==> config.mk <==
export PLATFORM = sky130hd
export DESIGN_NAME = acc_cpu_core
export DESIGN_NICKNAME = d
export VERILOG_FILES = /design/src/rtl/acc_cpu_core.sv
export SDC_FILE = /design/constraint.sdc
export NUM_CORES = 1
export LEC_CHECK = 0
export BUFFER_PORTS_ARGS = -buffer_cell sky130_fd_sc_hd__buf_2
export CORE_ASPECT_RATIO = 0.9
export CORE_MARGIN = 8
export CORE_UTILIZATION = 64
export DETAILED_ROUTE_END_ITERATION = 8
export HOLD_SLACK_MARGIN = 0.06
export PLACE_DENSITY_LB_ADDON = 0.15
export SLEW_MARGIN = 30
export SYNTH_ARGS = -nofsm -noshare
export SYNTH_HDL_FRONTEND = slang
export SYNTH_SLANG_ARGS = --single-unit
==> constraint.sdc <==
create_clock -name clk -period 4.65 [get_ports clk]
set_input_delay 0.93 -clock clk [delete_from_list [all_inputs] [get_ports clk]]
set_output_delay 0.93 -clock clk [all_outputs]
set_load 0.01 [all_outputs]
==> src/rtl/acc_cpu_core.sv <==
// Accumulator CPU core: fetch/execute FSM with a 16-opcode ALU and branch unit.
// Latency: 2 cycles per instruction with a zero-wait fetch, +1 per cycle imem_ack is late.
// Backpressure: FETCH holds imem_req/imem_addr until imem_ack; run=0 pauses at the next boundary.
module acc_cpu_core #(
  parameter int DW = 8,
  parameter int AW = 8
) (
  input  logic          clk,
  input  logic          reset,
  input  logic          run,
  output logic          imem_req,
  output logic [AW-1:0] imem_addr,
  input  logic          imem_ack,
  input  logic [DW+3:0] imem_rdata,
  output logic [DW-1:0] acc,
  output logic [AW-1:0] pc,
  output logic          carry,
  output logic          zero,
  output logic          halted
);

  typedef enum logic [1:0] {
    S_IDLE  = 2'd0,
    S_FETCH = 2'd1,
    S_EXEC  = 2'd2,
    S_HALT  = 2'd3
  } state_t;

  localparam logic [3:0] OP_NOP  = 4'h0;
  localparam logic [3:0] OP_LDI  = 4'h1;
  localparam logic [3:0] OP_ADD  = 4'h2;
  localparam logic [3:0] OP_SUB  = 4'h3;
  localparam logic [3:0] OP_AND  = 4'h4;
  localparam logic [3:0] OP_OR   = 4'h5;
  localparam logic [3:0] OP_XOR  = 4'h6;
  localparam logic [3:0] OP_ADC  = 4'h7;
  localparam logic [3:0] OP_JMP  = 4'h8;
  localparam logic [3:0] OP_JZ   = 4'h9;
  localparam logic [3:0] OP_JC   = 4'hA;
  localparam logic [3:0] OP_JREL = 4'hB;
  localparam logic [3:0] OP_CLR  = 4'hC;
  localparam logic [3:0] OP_HLT  = 4'hF;

  state_t        state_q, state_d;
  logic [AW-1:0] pc_q, pc_d;
  logic [DW-1:0] acc_q, acc_d;
  logic          carry_q, carry_d;
  logic          zero_q, zero_d;
  logic [DW+3:0] ir_q, ir_d;

  logic [3:0]    op;
  logic [DW-1:0] dat;
  logic [AW-1:0] dat_pc;
  logic [AW-1:0] pc_inc;
  logic [DW:0]   add_r;
  logic [DW:0]   adc_r;
  logic [DW:0]   sub_r;
  logic          acc_wr;

  assign op     = ir_q[DW+3:DW];
  assign dat    = ir_q[DW-1:0];
  assign dat_pc = AW'(dat);
  assign pc_inc = pc_q + AW'(1);

  // Bit DW of each result is the carry out; for SUB it is the borrow.
  assign add_r = {1'b0, acc_q} + {1'b0, dat};
  assign adc_r = add_r + {{DW{1'b0}}, carry_q};
  assign sub_r = {1'b0, acc_q} - {1'b0, dat};

  always_comb begin
    state_d = state_q;
    pc_d    = pc_q;
    acc_d   = acc_q;
    carry_d = carry_q;
    zero_d  = zero_q;
    ir_d    = ir_q;
    acc_wr  = 1'b0;

    unique case (state_q)
      S_IDLE: begin
        if (run) state_d = S_FETCH;
      end
      S_FETCH: begin
        if (imem_ack) begin
          ir_d    = imem_rdata;
          state_d = S_EXEC;
        end
      end
      S_EXEC: begin
        pc_d = pc_inc;
        unique case (op)
          OP_LDI: begin acc_d = dat;           acc_wr = 1'b1; end
          OP_ADD: begin {carry_d, acc_d} = add_r; acc_wr = 1'b1; end
          OP_SUB: begin {carry_d, acc_d} = sub_r; acc_wr = 1'b1; end
          OP_AND: begin acc_d = acc_q & dat;   acc_wr = 1'b1; end
          OP_OR:  begin acc_d = acc_q | dat;   acc_wr = 1'b1; end
          OP_XOR: begin acc_d = acc_q ^ dat;   acc_wr = 1'b1; end
          OP_ADC: begin {carry_d, acc_d} = adc_r; acc_wr = 1'b1; end
          OP_CLR: begin acc_d = '0;            acc_wr = 1'b1; end
          OP_JMP:  pc_d = dat_pc;
          OP_JZ:   pc_d = zero_q  ? dat_pc : pc_inc;
          OP_JC:   pc_d = carry_q ? dat_pc : pc_inc;
          OP_JREL: pc_d = pc_q + dat_pc;
          OP_HLT:  pc_d = pc_q;
          default: ;
        endcase
        if (acc_wr) zero_d = (acc_d == '0);
        if (op == OP_HLT)  state_d = S_HALT;
        else if (run)      state_d = S_FETCH;
        else               state_d = S_IDLE;
      end
      S_HALT: state_d = S_HALT;
      default: state_d = S_IDLE;
    endcase
  end

  always_ff @(posedge clk or negedge reset) begin
    if (!reset) begin
      state_q <= S_IDLE;
      pc_q    <= '0;
      acc_q   <= '0;
      carry_q <= 1'b0;
      zero_q  <= 1'b0;
      ir_q    <= '0;
    end else begin
      state_q <= state_d;
      pc_q    <= pc_d;
      acc_q   <= acc_d;
      carry_q <= carry_d;
      zero_q  <= zero_d;
      ir_q    <= ir_d;
    end
  end

  assign imem_req  = (state_q == S_FETCH);
  assign imem_addr = pc_q;
  assign acc       = acc_q;
  assign pc        = pc_q;
  assign carry     = carry_q;
  assign zero      = zero_q;
  assign halted    = (state_q == S_HALT);

endmodule

## Word-level counts from Yosys, hierarchy flattened

Index checks and enable logic that the tools add are counted.

| operators by class | value |
|---|---|
| mux-type cells | 13 |
| bitwise logic cells | 4 |
| reduce and logical (&&, ||, !) cells | 9 |
| equal/unequal tests | 18 |
| add/sub/neg operators | 5 |

Operators by type and width:

| cell | count |
|---|---|
| $pmux 8 s8 | 1 |
| $pmux 8 s5 | 1 |
| $eq 4x4->1 const B | 6 |
| $mux 8 | 3 |
| $eq 4x3->1 const B | 4 |
| $reduce_and 2->1 | 5 |
| $add 8x8->9 | 1 |
| $add 9x1->9 | 1 |
| $sub 8x8->9 | 1 |
| $add 8x1->8 const B | 1 |
| $add 8x8->8 | 1 |
| $and 8x8->8 | 1 |
| $eq 4x2->1 const B | 2 |
| $logic_not 8->1 | 1 |
| $or 8x8->8 | 1 |
| $pmux 2 s4 | 1 |
| $reduce_or 8->1 | 1 |
| $xor 8x8->8 | 1 |
| $mux 2 | 3 |
| $eq 2x2->1 const B | 2 |
| $eq 4x1->1 const B | 1 |
| $mux 1 | 3 |
| $pmux 1 s3 | 1 |
| $reduce_bool 3->1 | 1 |
| 5 further kinds | 5 |

| storage, ports and cells | value |
|---|---|
| bits of input ports | 16 |
| output and inout bits | 28 |
| logic and storage cells | 55 |
| register bits | 32 |

## Longest topological paths before layout

Gate-level depths: netlist (run 1).

| depth | value |
|---|---|
| word-level depth | 5 |
| mapped depth | 11 |
| depth with buffers taken out | 11 |

## Worst setup path before layout (run 1)

Ideal clock, no wire load.

| path | value |
|---|---|
| path kind | reg2reg |
| from | register acc_q[0] (netlist: acc[0]) |
| to | register zero_q (netlist: zero) |
| data arrival time | 2603 ps |
| library setup time | 95 ps |
| required time | 4555 ps |
| period minus slack after synthesis | 2699 ps |
| buffers on the path | 0 |
| path slack | 1951 ps |
| cell stages (with the launch flop) | 10 |
| cells stage by stage | dfrtp_1 ha_1 fa_1 xor2_1 nand2_1 nor3_2 xor2_1 a2111oi_1 nand3_1 o32ai_2 |

| on the way | value |
|---|---|
| longest elaborated chain between the ends | 5 |
| elaborated cells on any way between the ends | 9 |
| those cells by class | add/sub (3); mux (2); bitwise (3); reduce/logical (1) |

RTL lines:

| what | line | source |
|---|---|---|
| start, declared | 46 | `logic [DW-1:0] acc_q, acc_d;` |
| start signal, assigned | 121 | `acc_q <= '0;` |
| start signal, assigned | 128 | `acc_q <= acc_d;` |
| $add 8x8->9 | 66 | `assign add_r = {1'b0, acc_q} + {1'b0, dat};` |
| $add 9x1->9 | 67 | `assign adc_r = add_r + {{DW{1'b0}}, carry_q};` |
| $pmux 8 s8 * | 91 | `unique case (op)` |
| $mux 8 * | 79 | `unique case (state_q)` |
| $logic_not 8->1 * | 107 | `if (acc_wr) zero_d = (acc_d == '0);` |
| end signal, assigned | 130 | `zero_q <= zero_d;` |
| end, declared | 48 | `logic zero_q, zero_d;` |

Every way passes the cells marked *; elsewhere a longest branch is shown, timed or not. The select of a mux whose other input is x is not followed.
A chain may end at the register's enable or synchronous reset.

## Worst setup path in the final report (run 1)

| path | value |
|---|---|
| from | register ir_q[0] |
| to | register zero_q (netlist: zero) |

| on the way | value |
|---|---|
| longest elaborated chain between the ends | 5 |
| elaborated cells on any way between the ends | 9 |
| those cells by class | add/sub (3); mux (2); bitwise (3); reduce/logical (1) |

RTL lines:

| what | line | source |
|---|---|---|
| start, declared | 49 | `logic [DW+3:0] ir_q, ir_d;` |
| start signal, assigned | 131 | `ir_q <= ir_d;` |
| $add 8x8->9 | 66 |  |
| $add 9x1->9 | 67 |  |
| $pmux 8 s8 * | 91 |  |
| $mux 8 * | 79 |  |
| $logic_not 8->1 * | 107 |  |

Marked as above.

==> results.yml, run 1 <==
logic_synthesis:
  synth_top_cell_area_share: 0.230
  synthesis.yosys.warnings: 0
  seq_total_area_yosys: 0.230
  postSynthAreaPerCell_um2: 8.43
  netlist_top_cells_area: "sky130_fd_sc_hd__dfrtp_1 (23%), sky130_fd_sc_hd__ha_1 (12%), sky130_fd_sc_hd__mux2_2 (4.9%), sky130_fd_sc_hd__a21oi_1 (4.7%), sky130_fd_sc_hd__nor2_1 (3.7%)"
  synth.distinct_cells: 73
  synth_area_mm2: 0.00348
  flip_flop_and_latch_count_after_synthesis: 32
  syn-num-nets: 466
  post-synth-top-area-cell: "sky130_fd_sc_hd__dfrtp_1"
  synth-main-ff-cell: "sky130_fd_sc_hd__dfrtp_1"
  number_of_flops_mapped_to_enable_cells_by_yosys: 0
  post_synth_inst_count: 413
  synthArstFlopShare: 1.00
worst_setup_path:
  critical_path_peak_fanout: 7
  worst-path-buf-inv: 0
  setup.worst_path.class: "flip-flop to flip-flop"
  series_of_cell_instances_along_the_critical_path: "ha_1 > fa_1 > a211oi_4 > o2111ai_1 > nor4b_2 > xor2_1 > a221oi_1 > nand3_1 > o32ai_2"
  critical_path_source_type: "flip-flop"
  critPathArrivalTime_ps: 3280
  cpLargestDelayFamily: "compound AO/OA/AOI/OAI gates"
  crit_required_ps: 4860
  worst_r2r_path_depth: 9
  worst_r2r_endpoint: "zero"
  setup.reg_to_reg.worst_slack_ps: 1580
  critical_path.slowest_cell: "sky130_fd_sc_hd__fa_1"
  critPathCaptureType: "flip-flop"
  cp_slowest_stage_delay_ps: 490
  worst_r2r_startpoint: "ir_q[0]"
die:
  start_util: 0.662
  design.portCount: 44
  placeableCoreArea_mm2: 0.00526
  dieArea_mm2: 0.00806
  die_height_um: 86.0
  core.rowCount: 25
  die_width_um: 93.7
global_route:
  via_count_of_the_first_global_routing_pass: 3222
  grt_max_degree: 33
  antenna_violations_before_repair: 0
  globalRoute.totalOverflow: 0
  globalRouteTotalUtil: 0.257
  grt_use_met2: 0.385
  grt-busiest-layer: "met2"
  groute.layer.met1.usage: 0.360
  grt_first_pass_wirelength_um: 16400
  groute.layer.met3.usage: 0.0436
sta:
  rsz_0062_raised_after_global_routing: "no"
  max_slew.worst_pin.slew_ps: 943
  setup_viol: 0
  post-route-period-util: 0.660
  layout_setup_ws_ps: 1580
  final_period_minus_worst_setup_slack_ps: 3070
  timing.max_slew.rel_slack: 0.371
  fmax_mhz: 326
  finalMaxSlewViolations: 0
  finalSetupTns_ps: 0
  final.setup_skew_ps: 10.3
  final-hold-violation-count: 0
routing:
  avgViaCountPerCell: 6.68
  detailedRoute.firstPassIterationCount: 5
  route.detailed.drc: 0
  drt-total-wl_um: 10100
  routed-via-count: 3361
  drt_iter0_drc: 287
  detail-route-antenna-nets: 0
  wire_per_inst_um: 20.0
clock_tree:
  cts_htree_levels: 2
  cts.hold.buffers_added: 0
  cts_setup_buffers: 0
  longest_clk_path_bufs: 2
  cts_tree: "built"
  cts-root-buf: "sky130_fd_sc_hd__clkbuf_8"
  cts_made_buffers: 5
  clkLatencyLatePin_ps: 290
  clk_pin_slew_worst_setup_hold_paths_ps: 80
  clkSinkCount: 32
  post_cts_resize_count: 0
placed_design:
  place.detailed.instances: 495
  routabilityCongestion: 0.946
  place.port_buffers: 43
  dp_hpwl_um: 7590
  placed_area_mm2: 0.00363
  preCtsSetupSlack_ps: 1640
min_path:
  timing.hold.worst.start: "acc[6]"
  hold_end: "acc[6]"
  hold_class: "flip-flop to flip-flop"
  hold_critical_path_depth: 1
layout:
  final_nets: 488
  syn2layout_area_growth_pct: 7.37
  antenna_cells_inserted: 0
  layout_commonest_cell: "sky130_fd_sc_hd__buf_2"
  highest_count_cells_in_the_layout_ignoring_fill_and_taps: "sky130_fd_sc_hd__buf_2 (43), sky130_fd_sc_hd__nor2_1 (34), sky130_fd_sc_hd__ha_1 (34), sky130_fd_sc_hd__a21oi_1 (33), sky130_fd_sc_hd__dfrtp_1 (32)"
  finish.instance_area_mm2: 0.00374
  drive_gt1_frac: 0.181
  layout.cells.non_filler: 503
job:
  max_cap_check_violation_count: 0
outcome:
  status: "completed"
[area by class of cell]
cell class,count,area (µm²)
Multi-Input combinational cell,321,2400
Tap cell,67,83.8
Clock inverter,2,35.0
Timing Repair Buffer,45,230
Sequential cell,32,801
Inverter,30,113
Fill cell,432,1520
Clock buffer,6,72.6
[cells by family after synthesis]
family          synth area share
buf+inv                   0.0798
compound gates             0.260
simple gates               0.182
mux                       0.0690
flops                      0.230
fa+ha+maj                  0.140
xor+xnor                  0.0403
[metal layers]
layer | up-vias | wire (µm)
met3 | 18 | 904
met2 | 184 | 4490
met5 | - | 0
met1 | 1604 | 4480
met4 | 0 | 213
li1 | 1555 | -
[metrics by stage]
stage	util	hold WS, ps
final	0.711	609
after detailed placement	0.690	594
after CTS	0.711	606
after floorplan	-	554
after global routing	0.711	623
after global placement	0.690	580
[registers in the layout (all words and copies together) (netlist names)]
| register | flops |
|---|---|
| acc | 8 |
| carry | 1 |
| zero | 1 |
| ir_q | 12 |
| imem_addr | 8 |
| state_q | 2 |
[synth_stat cells, drive strengths merged (3+ instances only)]
library cell	n
a2111oi	3
a211oi	6
a21o	6
a21oi	33
a221oi	5
a22oi	3
a31oi	4
and2	3
and3	4
buf	18
clkbuf	12
dfrtp	32
fa	3
ha	34
inv	30
mux2	16
mux2i	6
nand2	12
nand2b	8
nand3	19
nor2	34
nor2b	5
nor3	13
nor3b	4
nor4	3
o211ai	5
o21a	5
o21ai	25
o21bai	3
o22a	5
or3	4
xnor2	12
xor2	4
[worst max path at each step]
stage	startpoint	endpoint	depth (start not counted)
floorplan	acc[0]	zero	9
global placement	ir_q[0]	acc[7]	9
detailed placement	ir_q[0]	zero	9
CTS	ir_q[0]	zero	9
global route	ir_q[0]	zero	9
finish	ir_q[0]	zero	9
Power of run 1 is not shown: default switching activity piles up to over one toggle a cycle in this logic, so the estimate is an artifact.
==> inputs of run 2 (changes only) <==
CORE_UTILIZATION = 60   (was 64)
clock period = 3.1 ns   (was 4.65 ns; I/O delays follow)
==> run 2 against run 1 <==
Effect of this change: non-clock buffer count is 16 higher; setup slack got worse by 1500 ps; core utilization shrank 2.2 points; die area rose by 5.5%; highest routed layer unchanged; sequential share of layout area fell by 0.78 points; count of clock-buffer cells in the layout unchanged; cell area is 3.8% higher.
==> results.yml, run 2 (synthesis gave the netlist of run 1 again) <==
layout:
  syn2layout_area_growth_pct: 11.4
  max_flop_register: "ir_q"
  final_nets: 504
  n_fill_cell: 463
  flip_flop_count_of_the_largest_register_all_copies_and_words_added: 12
  antenna_cells_inserted: 0
  drive_gt1_frac: 0.217
  highest_count_cells_in_the_layout_ignoring_fill_and_taps: "sky130_fd_sc_hd__buf_2 (43), sky130_fd_sc_hd__nor2_1 (34), sky130_fd_sc_hd__ha_1 (34), sky130_fd_sc_hd__a21oi_1 (33), sky130_fd_sc_hd__dfrtp_1 (32)"
  layout_commonest_cell: "sky130_fd_sc_hd__buf_2"
  final_core_util: 0.689
worst_setup_path:
  critPathCaptureType: "flip-flop"
  critical_path_source_type: "flip-flop"
  worst-path-buf-inv: 0
  setup.worst_path.class: "flip-flop to flip-flop"
  crit_required_ps: 3320
  series_of_cell_instances_along_the_critical_path: "ha_1 > fa_1 > a211oi_4 > o2111ai_1 > nor4b_2 > xor2_1 > a221oi_1 > nand3_1 > o32ai_2"
  cpLargestDelayFamily: "compound AO/OA/AOI/OAI gates"
  critPathArrivalTime_ps: 3220
  critical_path.slowest_cell: "sky130_fd_sc_hd__fa_1"
  cp_slowest_stage_delay_ps: 530
  critical_path_peak_fanout: 6
sta:
  final-hold-violation-count: 0
  setup_viol: 0
  post-route-period-util: 0.969
  final.setup_skew_ps: 11.1
  timing.max_slew.rel_slack: 0.476
  final_period_minus_worst_setup_slack_ps: 3000
  rsz_0062_raised_after_global_routing: "no"
  max_slew.worst_pin.slew_ps: 786
  whs_ps: 391
  finalSetupTns_ps: 0
  fmax_mhz: 333
  finalMaxSlewViolations: 0
die:
  design.portCount: 44
  dieArea_mm2: 0.00850
  die_height_um: 88.2
  core.rowCount: 26
  placeableCoreArea_mm2: 0.00563
  start_util: 0.618
  die_width_um: 96.3
routing:
  detail-route-antenna-nets: 0
  drt_iter0_drc: 257
  detailedRoute.firstPassIterationCount: 7
  avgViaCountPerCell: 6.46
  routed-via-count: 3372
  wire_per_inst_um: 20.0
  drt-total-wl_um: 10500
  route.detailed.drc: 0
placed_design:
  dp_hpwl_um: 7920
  routabilityCongestion: 0.991
  place.port_buffers: 43
job:
  max_cap_check_violation_count: 0
clock_tree:
  cts_htree_levels: 2
  cts_setup_buffers: 0
  cts-root-buf: "sky130_fd_sc_hd__clkbuf_8"
  cts_tree: "built"
  cts_made_buffers: 5
  cts.hold.buffers_added: 0
  longest_clk_path_bufs: 2
  clkSinkCount: 32
  clkLatencyLatePin_ps: 300
  post_cts_resize_count: 0
  clk_pin_slew_worst_setup_hold_paths_ps: 80
global_route:
  antenna_violations_before_repair: 0
  grt_first_pass_wirelength_um: 17000
  via_count_of_the_first_global_routing_pass: 3283
  grt_max_degree: 33
  globalRoute.totalOverflow: 0
  globalRouteTotalUtil: 0.260
min_path:
  hold_class: "input port to asynchronous set/reset pin"
outcome:
  status: "completed"
==> run 2: cell types whose count changed in the layout (fill, tap and decap cells not counted), sizes merged <==
cell  before  now
buf       45   61
==> run 2: per-layer routing <==
metal,vias to the layer above,track usage,wire (µm)
li1,1585,-,-
met1,1573,0.343,4480
met2,192,0.406,4710
met3,22,0.0679,1030
met4,0,0.0767,230
met5,-,0,0
==> run 2: area by class of cell <==
class	count	area (µm²)	share of cell area
Clock buffer	6	72.6	0.0187
Clock inverter	2	35.0	0.00904
Inverter	30	113	0.0290
Multi-Input combinational cell	321	2420	0.624
Sequential cell	32	801	0.207
Tap cell	70	87.6	0.0226
Timing Repair Buffer	61	350	0.0904
==> run 2: final timing paths <==
kind / start / to / slack, ps / cells past startpoint
worst min-delay path: reset / acc[5] / 390 / 1
worst max register to register: acc[0] / zero / 100 / 9
min in group clk: imem_rdata[7] / ir_q[7] / 550 / 2
worst min register to register: acc[2] / acc[2] / 600 / 1
worst max-delay path: acc[0] / zero / 100 / 9
max in group asynchronous: reset / acc[3] / 2190 / 1
==> run 2: metrics by stage <==
stage	cell area, µm²	cells	setup slack [ps]
2_1_floorplan	3480	413	401
3_3_place_gp	3750	514	233
3_5_place_dp	3750	514	133
4_1_cts	3860	522	123
5_1_grt	3880	522	1.57
6_report	3880	522	95.8
Power of run 2 is left out for the same reason.
